### src/rtl/reg_pipe_pkg.sv
`default_nettype none
//------------------------------------------------------------------------------
// Module   : reg_pipe_pkg
// Brief    : Shared defaults and helpers for the reg_pipe_elastic pipeline.
// Revision : 1.0 - initial release
//------------------------------------------------------------------------------
package reg_pipe_pkg;

   localparam int REG_PIPE_WIDTH = 64;
   localparam int REG_PIPE_DEPTH = 4;
   localparam int REG_PIPE_TAG_W = 4;

   // Width of an occupancy counter that must hold 0..depth inclusive.
   function automatic int cnt_width(input int depth);
      return $clog2(depth + 1);
   endfunction

endpackage : reg_pipe_pkg
`default_nettype wire

### src/rtl/reg_pipe_stage.sv
`default_nettype none
//------------------------------------------------------------------------------
// Module   : reg_pipe_stage
// Brief    : One elastic register stage: valid bit, data word and, when
//            REG_PIPE_PARITY_EN is defined, a parity bit travelling with it.
// Revision : 1.0 - initial release
//------------------------------------------------------------------------------
module reg_pipe_stage #(
   parameter int WIDTH = 64
) (
   input  logic             clk,
   input  logic             rst,
   input  logic             flush,
   input  logic             en,
   input  logic             load,
   input  logic             vld_in,
   input  logic [WIDTH-1:0] data_in,
`ifdef REG_PIPE_PARITY_EN
   input  logic             par_in,
   output logic             par,
`endif
   output logic             vld,
   output logic [WIDTH-1:0] dat
);

   // Valid follows upstream on load; data only captures real words so a
   // bubble passing through leaves the previous contents intact.
   always_ff @(posedge clk) begin
      if (rst) begin
         vld <= 1'b0;
         dat <= '0;
`ifdef REG_PIPE_PARITY_EN
         par <= 1'b0;
`endif
      end else if (flush) begin
         vld <= 1'b0;
      end else if (en && load) begin
         vld <= vld_in;
         if (vld_in) begin
            dat <= data_in;
`ifdef REG_PIPE_PARITY_EN
            par <= par_in;
`endif
         end
      end
   end

endmodule : reg_pipe_stage
`default_nettype wire

### src/rtl/reg_pipe_elastic.sv
`default_nettype none
//------------------------------------------------------------------------------
// Module   : reg_pipe_elastic
// Brief    : DEPTH-stage bubble-collapsing elastic pipeline with valid/ready
//            on both sides, MSB tag export and occupancy count.
//            Optional parity checking under macro REG_PIPE_PARITY_EN.
// Revision : 1.0 - initial release
//------------------------------------------------------------------------------
module reg_pipe_elastic
   import reg_pipe_pkg::*;
#(
   parameter int WIDTH = REG_PIPE_WIDTH,
   parameter int DEPTH = REG_PIPE_DEPTH,
   parameter int TAG_W = REG_PIPE_TAG_W
) (
   input  logic                          clk,
   input  logic                          R,
   input  logic                          E,
   input  logic                          FL,
   input  logic                          in_vld,
   output logic                          in_rdy,
   input  logic [WIDTH-1:0]              data,
   output logic                          out_vld,
   input  logic                          out_rdy,
   output logic [WIDTH-1:0]              q,
   output logic [TAG_W-1:0]              q_tag,
   output logic [cnt_width(DEPTH)-1:0]   cnt,
   output logic                          par_err
);

   localparam int CW = cnt_width(DEPTH);

   // Unpacked so each ready term is an independent net in the chain.
   logic             rdy    [DEPTH+1];
   logic             v      [DEPTH];
   logic [WIDTH-1:0] d      [DEPTH];
   logic             v_in   [DEPTH];
   logic [WIDTH-1:0] d_in   [DEPTH];
   logic             in_xfer;
   logic             out_xfer;

   assign rdy[DEPTH] = out_rdy;
   assign in_rdy     = rdy[0] & E & ~FL;
   assign out_vld    = v[DEPTH-1] & E;
   assign q          = d[DEPTH-1];
   assign q_tag      = q[WIDTH-1 -: TAG_W];
   assign in_xfer    = in_vld & in_rdy;
   assign out_xfer   = out_vld & out_rdy;

`ifdef REG_PIPE_PARITY_EN
   logic p    [DEPTH];
   logic p_in [DEPTH];
`endif

   generate
      for (genvar i = 0; i < DEPTH; i++) begin : g_stage
         // A stage can take a word if it is empty or its occupant moves on.
         assign rdy[i] = ~v[i] | rdy[i+1];

         if (i == 0) begin : g_head
            assign v_in[i] = in_vld;
            assign d_in[i] = data;
`ifdef REG_PIPE_PARITY_EN
            assign p_in[i] = ^data;
`endif
         end else begin : g_body
            assign v_in[i] = v[i-1];
            assign d_in[i] = d[i-1];
`ifdef REG_PIPE_PARITY_EN
            assign p_in[i] = p[i-1];
`endif
         end

         reg_pipe_stage #(
            .WIDTH   (WIDTH)
         ) u_stage (
            .clk     (clk),
            .rst     (R),
            .flush   (FL),
            .en      (E),
            .load    (rdy[i]),
            .vld_in  (v_in[i]),
            .data_in (d_in[i]),
`ifdef REG_PIPE_PARITY_EN
            .par_in  (p_in[i]),
            .par     (p[i]),
`endif
            .vld     (v[i]),
            .dat     (d[i])
         );
      end
   endgenerate

   // Occupancy moves only when exactly one side of the pipe transfers.
   always_ff @(posedge clk) begin
      if (R || FL) begin
         cnt <= '0;
      end else if (in_xfer && !out_xfer) begin
         cnt <= cnt + CW'(1);
      end else if (!in_xfer && out_xfer) begin
         cnt <= cnt - CW'(1);
      end
   end

`ifdef REG_PIPE_PARITY_EN
   // Sticky flag set when an emitted word disagrees with its stored parity.
   always_ff @(posedge clk) begin
      if (R || FL) begin
         par_err <= 1'b0;
      end else if (out_xfer && ((^q) != p[DEPTH-1])) begin
         par_err <= 1'b1;
      end
   end
`else
   assign par_err = 1'b0;
`endif

endmodule : reg_pipe_elastic
`default_nettype wire

### config.mk
export PLATFORM = sky130hd
export DESIGN_NAME = reg_pipe_elastic
export DESIGN_NICKNAME = d
export VERILOG_FILES = /design/src/rtl/reg_pipe_pkg.sv /design/src/rtl/reg_pipe_stage.sv /design/src/rtl/reg_pipe_elastic.sv
export SDC_FILE = /design/constraint.sdc
export NUM_CORES = 1
export LEC_CHECK = 0
export CELL_PAD_IN_SITES_DETAIL_PLACEMENT = 0
export CELL_PAD_IN_SITES_GLOBAL_PLACEMENT = 1
export CORE_MARGIN = 2
export CORE_UTILIZATION = 45
export CTS_BUF_LIST = sky130_fd_sc_hd__clkbuf_8 sky130_fd_sc_hd__clkbuf_16
export CTS_CLUSTER_DIAMETER = 120
export DETAILED_ROUTE_END_ITERATION = 10
export PLACE_DENSITY_LB_ADDON = 0.1
export REMOVE_ABC_BUFFERS = 1
export SLEW_MARGIN = 20
export SYNTH_ARGS = -nofsm -noshare
export SYNTH_HDL_FRONTEND = slang
export SYNTH_SLANG_ARGS = --single-unit
### constraint.sdc
create_clock -name clk -period 6.3 [get_ports clk]
set_input_delay 1.575 -clock clk [delete_from_list [all_inputs] [get_ports clk]]
set_output_delay 1.575 -clock clk [all_outputs]
set_load 0.005 [all_outputs]
==> flow_metrics.py, run 1 <==
metrics = {
    "detailed_routing": {
        "drtIter0Drc": 525,
        "first_pass_iters": 4,
        "via_per_inst": 5.223,
        "vias": 8038,
        "ant_nets": 0,
        "remaining_drc_errors": 0,
        "wire_per_inst_um": 16.42,
        "drt_wl_total_um": 25270,
    },
    "worst_setup_path": {
        "crit_required_ps": 4720,
        "path_class": "input port to output pin",
        "worst-path-max-fanout": 12,
        "cp-end-kind": "output pin",
        "arrival_ps": 3220,
        "rr_worst_depth": 9,
        "critPathLaunchType": "input port",
    },
    "cells_and_area": {
        "final_cell_mix": "dfxtp_1 (263), nand2b_1 (193), clkdlybuf4s50_1 (141)",
        "area_delta_synth_final_pct": 18.04,
        "seqCellArea_um2": 5265,
        "fin_nets": 1267,
        "multi_input_area_um2": 4707,
        "antennaDiodeCount": 0,
        "final_common_cell": "dfxtp_1",
        "final_cells": 1539,
        "fillCellCount": 2336,
        "layout-drive-gt1-share_pct": 5.514,
        "stdcell_area_um2": 12900,
    },
    "power_and_ir_drop": {
        "p_seq_share_pct": 47.8,
        "p_clk_share_pct": 48.0,
        "p_total_mw": 3.525,
        "swShare_pct": 20.39,
        "irDropWorstVdd_mv": 0.2177,
        "power_density_nw_per_um2": 273.2,
        "p_comb_share_pct": 4.2,
        "p_leak_nw": 4.699,
        "internal_power_mw": 2.806,
        "switchingPower_mw": 0.7187,
    },
    "sta": {
        "hold_ws_ps": 459.2,
        "grt_setup_unrepaired": "no",
        "final-hold-violation-count": 0,
        "period_share_pct": 76.15,
        "finalSetupViolations": 0,
        "period_needed_ps": 4797,
        "worstMarginPinSlew_ps": 1107,
        "slew_violations": 0,
        "slew_headroom_pct": 26.18,
        "setup_slack_ps": 1503,
        "fin_skew_ps": 13.31,
        "fmax_ghz": 0.2084,
    },
    "flow_run": {
        "maxCapViolations": 0,
    },
    "synth": {
        "synth-edff-count": 0,
        "seq_area_frac_synth_pct": 48.16,
        "syn_avg_cell_area_um2": 9.242,
        "ys_async_sr_fraction_pct": 0,
        "netlist_area_um2": 10930,
        "yosysWarnings": 0,
        "synth-seq-cells": 263,
        "yosysUniqueCellTypes": 29,
        "postSynthCellCount": 1183,
        "ys.flop_type": "dfxtp_1",
    },
    "clock_network": {
        "cts_setup_buffers": 0,
        "clk_pin_slew_ps": 60,
        "cts_tree": "built",
        "htree_levels": 1,
        "cts_root_buffer": "clkbuf_16",
        "clock-sinks": 263,
        "cts_hold_buf": 0,
        "clk_latency_ps": 540,
        "cts_made_buffers": 29,
        "ctsLongestPathBuffers": 3,
        "post_cts_resized": 0,
    },
    "grt": {
        "overflow": 0,
        "grt_pass1_vias": 7880,
        "grtUsageTotal_pct": 19.65,
        "grt_max_degree": 157,
        "grt_pass1_wl_um": 41830,
        "antenna_found_initial": 0,
    },
    "placement": {
        "io_buffer_count": 142,
        "dpl_worst_slack_ps": 1361,
        "dpl-instance-area_um2": 11900,
        "post-dp-hpwl_um": 13360,
        "place_inst": 1487,
        "gp_congestion": 0.7228,
    },
    "worst_hold_path": {
        "min_path_cells": 2,
        "hold_class": "flip-flop to flip-flop",
    },
    "run_status": {
        "outcome": "finished, final reports clean",
    },
    "die": {
        "die_w_um": 159.9,
        "ios": 144,
        "core-area_um2": 24110,
        "rows": 57,
        "fp.dieH_um": 159.9,
        "initial_utilization_pct": 45.35,
        "die_area_um2": 25560,
    },
}
## cells by family after synthesis
logic type               Yosys count  synth area share, %
adder cells (fa/ha/maj)            2               0.2975
multiplexers                     129                11.81
AND/OR/NAND/NOR                  342                18.09
buffers and inverters            177                9.155
flip-flops                       263                48.16
AO/OA/AOI/OAI                    267                12.29
XOR/XNOR                           2               0.1602
other                              1              0.03430
## power groups by stage
stage / clock network, mW / registers, mW / logic [mW]
after floorplan: 0 / 1.72 / 0.0712
after global placement: 0 / 1.72 / 0.150
after detailed placement: 0 / 1.72 / 0.150
after CTS: 1.73 / 1.68 / 0.151
after global routing: 1.80 / 1.68 / 0.163
final: 1.69 / 1.68 / 0.149
## per-stage QoR
step | setup TNS (ps) | util, %
floorplan | -251630 | -
global placement | 0 | 49.38
detailed placement | 0 | 49.38
CTS | 0 | 53.42
global route | 0 | 53.53
finish | 0 | 53.53
## critical path, stage by stage
cell and delay, ps:
clkdlybuf4s50_1 720, nand2b_1 190, a31oi_1 210, clkdlybuf4s50_1 540
## final timing paths
check                                   from                          to  slack (ps)
hold / removal    g_stage[1].u_stage.dat[22]  g_stage[2].u_stage.dat[22]         460
setup / recovery                           E                      in_rdy        1500
hold reg to reg   g_stage[1].u_stage.dat[22]  g_stage[2].u_stage.dat[22]         460
setup reg to reg      g_stage[3].u_stage.vld                      cnt[2]        3220
## per-layer routing
metal  vias up  global-route usage, %  part of all wire, %  wire [um]
met1      3849                  28.74                   50      12680
met2       153                  31.33                   45      11250
li1       4009                      -                    -          -
met3        27                  2.519                  3.7        935
met5         -                      0                    0          0
met4         0                  3.849                  1.6        403
## registers in the layout (all words and copies together) (netlist names)
| register | cells |
|---|---|
| cnt | 3 |
| g_stage.u_stage.dat | 256 |
| g_stage.u_stage.vld | 4 |
## synth_stat cells (2+ instances only)
cell type / n / share of area, %
nand3_1: 128 / 5.9
and3b_1: 3 / 0.24
clkbuf_1: 77 / 2.6
a21oi_1: 132 / 6.0
o21ai_0: 132 / 6.0
nand2_1: 5 / 0.17
nand2b_1: 194 / 11
buf_2: 5 / 0.23
buf_6: 7 / 0.72
buf_1: 11 / 0.38
nand3b_1: 3 / 0.21
dfxtp_1: 263 / 48
mux2i_1: 129 / 12
nor2_1: 3 / 0.10
buf_4: 74 / 5.1
xor2_1: 2 / 0.16
inv_1: 3 / 0.10
## area by class of cell
cell class	count	share of cell area, %
well taps	324	3.141
clock inverters	14	1.067
repair buffers	155	11.95
multi-input cells	743	36.47
inverters	3	0.08726
flip-flops and latches	263	40.80
clock buffers	37	6.477
No activity file was read; power rests on OpenSTA's default activity.
==> run 2, diff against run 1 <==
Settings changed: CORE_UTILIZATION 45 to 42.
Clock period 6.3 ns to 4.6 ns, I/O delays scaled along.
==> run 2 against run 1 <==
Net effect:
- core utilization is 3.6 points lower
- first-iteration DRC count is 3.8% higher
- non-clock buffer count is 2 higher
- total power is 34% higher
- critical endpoint unchanged
- design area hardly changed
- clock skew is 5.8 ps higher
- die area is 7.0% higher
- clock power is 30% higher
- clock-buffer cell count is 2 higher
==> flow_metrics.py, run 2 (synthesis results as in run 1) <==
metrics = {
    "detailed_routing": {
        "via_per_inst": 5.158,
        "remaining_drc_errors": 0,
        "drt_wl_total_um": 26400,
        "vias": 8015,
        "drtIter0Drc": 545,
        "ant_nets": 0,
        "wire_per_inst_um": 16.99,
        "first_pass_iters": 5,
    },
    "worst_setup_path": {
        "cp_common_cell": "clkdlybuf4s50_1",
        "critPathLaunchType": "input port",
        "crit_family": "buffers and inverters",
        "cp_slowest_cell": "clkdlybuf4s50_1",
        "crit_chain": "clkdlybuf4s50_1, and3b_2, a31oi_1, clkdlybuf4s50_1",
        "worst-path-max-fanout": 7,
        "path_class": "input port to output pin",
        "arrival_ps": 2770,
        "cp-end-kind": "output pin",
        "path_buf_inv": 2,
        "cp_slowest_stage_delay_ps": 630,
        "crit_required_ps": 3450,
    },
    "die": {
        "core-area_um2": 25840,
        "initial_utilization_pct": 42.31,
        "fp.dieH_um": 165.3,
        "ios": 144,
        "rows": 59,
        "die_w_um": 165.3,
        "die_area_um2": 27340,
    },
    "clock_network": {
        "clk_pin_slew_ps": 60,
        "clock-sinks": 263,
        "cts_made_buffers": 29,
        "cts_setup_buffers": 0,
        "clk_latency_ps": 540,
        "ctsLongestPathBuffers": 3,
        "cts_root_buffer": "clkbuf_16",
        "htree_levels": 1,
        "post_cts_resized": 0,
        "cts_tree": "built",
        "cts_hold_buf": 0,
    },
    "cells_and_area": {
        "largest_reg_flops": 256,
        "final_cell_mix": "dfxtp_1 (263), nand2b_1 (193), clkdlybuf4s50_1 (141)",
        "layout-drive-gt1-share_pct": 5.250,
        "stdcell_area_um2": 12910,
        "fillCellCount": 2511,
        "fin_nets": 1269,
        "regMostFlops": "g_stage.u_stage.dat",
        "area_delta_synth_final_pct": 18.08,
        "largestRegisters": "g_stage.u_stage.dat (256), g_stage.u_stage.vld (4), cnt (3)",
        "final_common_cell": "dfxtp_1",
        "antennaDiodeCount": 0,
    },
    "power_and_ir_drop": {
        "p_leak_nw": 4.703,
        "power_density_nw_per_um2": 364.6,
        "irDropWorstVdd_mv": 0.2128,
    },
    "placement": {
        "dpl-instance-area_um2": 11990,
        "io_buffer_count": 142,
        "post-dp-hpwl_um": 13660,
        "gp_congestion": 0.7341,
    },
    "grt": {
        "antenna_found_initial": 0,
        "grt_max_degree": 178,
        "overflow": 0,
        "grt_pass1_wl_um": 41830,
        "grt_pass1_vias": 7650,
        "grtUsageTotal_pct": 19.11,
    },
    "sta": {
        "fin_skew_ps": 19.14,
        "period_share_pct": 85.26,
        "worstMarginPinSlew_ps": 1033,
        "hold_ws_ps": 444.4,
        "grt_setup_unrepaired": "no",
        "period_needed_ps": 3922,
        "slew_headroom_pct": 31.13,
        "final-hold-violation-count": 0,
        "slew_violations": 0,
        "fmax_ghz": 0.2550,
        "finalSetupViolations": 0,
    },
    "worst_hold_path": {
        "hold_class": "flip-flop to flip-flop",
    },
    "run_status": {
        "outcome": "finished, final reports clean",
    },
    "flow_run": {
        "maxCapViolations": 0,
    },
}
## run 2: worst paths after layout
kind	to	from	cells past startpoint	slack [ps]
max reg2reg	cnt[2]	g_stage[3].u_stage.vld	8	2270
max	in_rdy	out_rdy	4	680
min reg2reg	g_stage[3].u_stage.dat[7]	g_stage[2].u_stage.dat[7]	2	440
min	g_stage[3].u_stage.dat[7]	g_stage[2].u_stage.dat[7]	2	440
## run 2: area by class of cell
cell class / count / area [um2] / area share, %
flip-flops and latches: 263 / 5265 / 40.78
repair buffers: 157 / 1588 / 12.30
multi-input cells: 743 / 4710 / 36.48
clock inverters: 14 / 53.80 / 0.4167
well taps: 335 / 419.2 / 3.247
inverters: 3 / 11.26 / 0.08723
clock buffers: 39 / 863.3 / 6.687
## run 2: per-layer routing
metal	wire (um)	track usage, %
met5	0	0
met4	364	4.075
met3	1005	2.473
met2	11990	31.00
met1	13040	27.28
## run 2: worst reg2reg max path: stages, from the launching register on
cell and delay (ps):
dfxtp_1 380, and3b_2 260, a311oi_4 360, ha_1 240, inv_1 60, fa_1 370, xor2_1 160, or3_1 300
a21oi_1 140
## run 2: report_power, final
group,switching [mW],internal (mW)
Combinational,0.0933,0.115
Sequential,0.00630,2.30
Clock,0.901,1.29
Total,1.00,3.71
## run 2: stage by stage
stage / instances / setup slack (ps) / util (%) / setup TNS [ps] / power, mW
final: 1554 / 678.0 / 49.97 / 0 / 4.707
after global routing: 1554 / 607.1 / 49.97 / 0 / 4.882
after floorplan: 1009 / -6269 / - / -337060 / 2.452
after CTS: 1554 / 680.9 / 49.97 / 0 / 4.769
after global placement: 1501 / 707.7 / 46.42 / 0 / 2.565
after detailed placement: 1501 / 691.9 / 46.42 / 0 / 2.565
==> run 3, diff against run 2 <==
--- a/constraint.sdc
+++ b/constraint.sdc
@@ -3,2 +3,2 @@
 set_output_delay 1.15 -clock clk [all_outputs]
-set_load 0.005 [all_outputs]
+set_load 0.1 [all_outputs]
==> run 3 against run 2 <==
Net effect:
- sequential share of layout area decreased by 0.13 points
- setup slack improved by 150 ps
- via count rose by 0.11%
- sequential cell count unchanged
- critical path depth unchanged
- wire length down 1.9%
- clock power rose by 8%
- cell count decreased by 0.13%
==> flow_metrics.py, run 3 (synthesis results as in run 1) <==
metrics = {
    "die": {
        "die_w_um": 165.3,
        "fp.dieH_um": 165.3,
        "die_area_um2": 27340,
        "core-area_um2": 25840,
        "initial_utilization_pct": 42.31,
        "ios": 144,
        "rows": 59,
    },
    "detailed_routing": {
        "ant_nets": 0,
        "vias": 8024,
        "remaining_drc_errors": 0,
        "via_per_inst": 5.170,
        "first_pass_iters": 4,
        "drtIter0Drc": 640,
        "drt_wl_total_um": 25900,
        "wire_per_inst_um": 16.69,
    },
    "flow_run": {
        "maxCapViolations": 0,
    },
    "clock_network": {
        "clk_latency_ps": 540,
        "post_cts_resized": 0,
        "htree_levels": 1,
        "clk_pin_slew_ps": 60,
        "cts_made_buffers": 29,
        "cts_root_buffer": "clkbuf_16",
        "cts_tree": "built",
        "clock-sinks": 263,
        "ctsLongestPathBuffers": 3,
        "cts_hold_buf": 0,
        "cts_setup_buffers": 0,
    },
    "worst_setup_path": {
        "cp-end-kind": "output pin",
        "arrival_ps": 2620,
        "r2r-start": "g_stage[3].u_stage.vld",
        "crit_required_ps": 3450,
        "reg2reg_to": "cnt[2]",
        "rr_worst_depth": 8,
        "critPathLaunchType": "input port",
        "r2r_slack_ps": 2180,
        "path_class": "input port to output pin",
        "worst-path-max-fanout": 8,
    },
    "placement": {
        "io_buffer_count": 142,
        "gp_congestion": 0.7545,
        "post-dp-hpwl_um": 13590,
        "place_inst": 1498,
    },
    "sta": {
        "period_share_pct": 82.05,
        "hold_ws_ps": 458.3,
        "finalSetupViolations": 0,
        "slew_headroom_pct": 31.45,
        "period_needed_ps": 3774,
        "grt_setup_unrepaired": "no",
        "final-hold-violation-count": 0,
        "fin_skew_ps": 19.19,
        "worstMarginPinSlew_ps": 1025,
        "slew_violations": 0,
        "fmax_ghz": 0.2649,
        "fin_tns_setup_ps": 0,
    },
    "cells_and_area": {
        "largestRegisters": "g_stage.u_stage.dat (256), g_stage.u_stage.vld (4), cnt (3)",
        "largest_reg_flops": 256,
        "antennaDiodeCount": 0,
        "final_cell_mix": "dfxtp_1 (263), nand2b_1 (193), clkdlybuf4s50_1 (139)",
        "fin_nets": 1266,
        "regMostFlops": "g_stage.u_stage.dat",
        "final_common_cell": "dfxtp_1",
        "final_cells": 1552,
        "area_delta_synth_final_pct": 18.45,
        "layout-drive-gt1-share_pct": 5.998,
    },
    "grt": {
        "grt_pass1_wl_um": 41390,
        "grtUsageMet1_pct": 27.92,
        "grtUsageTotal_pct": 18.89,
        "gr-max-usage-layer": "met2",
        "antenna_found_initial": 0,
        "overflow": 0,
        "grt_max_degree": 164,
        "use_met2_pct": 29.72,
        "grt_pass1_vias": 7573,
        "use_met3_pct": 2.398,
    },
    "power_and_ir_drop": {
        "p_leak_nw": 4.704,
        "irDropWorstVdd_mv": 0.2274,
        "power_density_nw_per_um2": 377.8,
    },
    "worst_hold_path": {
        "min_path_cells": 2,
        "whs_endpoint": "g_stage[3].u_stage.dat[19]",
        "hold_class": "flip-flop to flip-flop",
        "min_from": "g_stage[2].u_stage.dat[19]",
    },
    "run_status": {
        "outcome": "finished, final reports clean",
    },
}
run 3: cell types whose count changed in the layout (fill, tap and decap cells not counted), sizes merged:
cell,previous run,this run
clkinvlp,0,1
clkbuf,40,38
inv,16,8
buf,15,14
clkinv,1,8
bufinv,0,3
clkdlybuf4s50,141,139
run 3: final cells by class:
| cell class | count | area [um2] |
|---|---|---|
| Fill cell | 2469 | 12890 |
| Sequential cell | 263 | 5265 |
| Multi-Input combinational cell | 743 | 4710 |
| Timing Repair Buffer | 154 | 1548 |
| Clock buffer | 37 | 835.8 |
| Tap cell | 335 | 419.2 |
| Clock inverter | 17 | 161.4 |
| Inverter | 3 | 11.26 |
run 3: stage by stage:
stage | utilization [%] | cell area [um2] | setup WS (ps) | total power [mW]
after global routing | 50.12 | 12950 | 770.5 | 5.078
after floorplan | - | 9943 | -6270 | 2.463
final | 50.12 | 12950 | 825.7 | 4.893
after global placement | 46.26 | 11950 | 810.7 | 2.575
after detailed placement | 46.26 | 11950 | 762.3 | 2.575
after CTS | 50.12 | 12950 | 824.7 | 4.964
run 3: worst max-delay path, stage by stage:
cell,delay (ps)
clkdlybuf4s50_1,620
and3b_2,320
a31oi_1,310
buf_12,220
run 3: worst max path at each step:
stage	from	end	slack (ps)
after global routing	out_rdy	in_rdy	770
after global placement	out_rdy	cnt[2]	810
after floorplan	out_rdy	cnt[2]	-6270
after CTS	out_rdy	in_rdy	820
after detailed placement	out_rdy	cnt[2]	760
final	out_rdy	in_rdy	830
run 3: metal layers:
layer | share of wire, % | up-vias
li1 | - | 4001
met1 | 49 | 3818
met2 | 45 | 175
met3 | 4.5 | 30
met4 | 1.3 | 0
met5 | 0 | -
run 3: power by group:
part | leakage [nW] | switching (mW) | total, mW | internal [mW]
logic | 2.07 | 0.104 | 0.218 | 0.114
clock network | 0.515 | 0.927 | 2.37 | 1.44
registers | 2.12 | 0.00607 | 2.30 | 2.30
total | 4.70 | 1.04 | 4.89 | 3.86
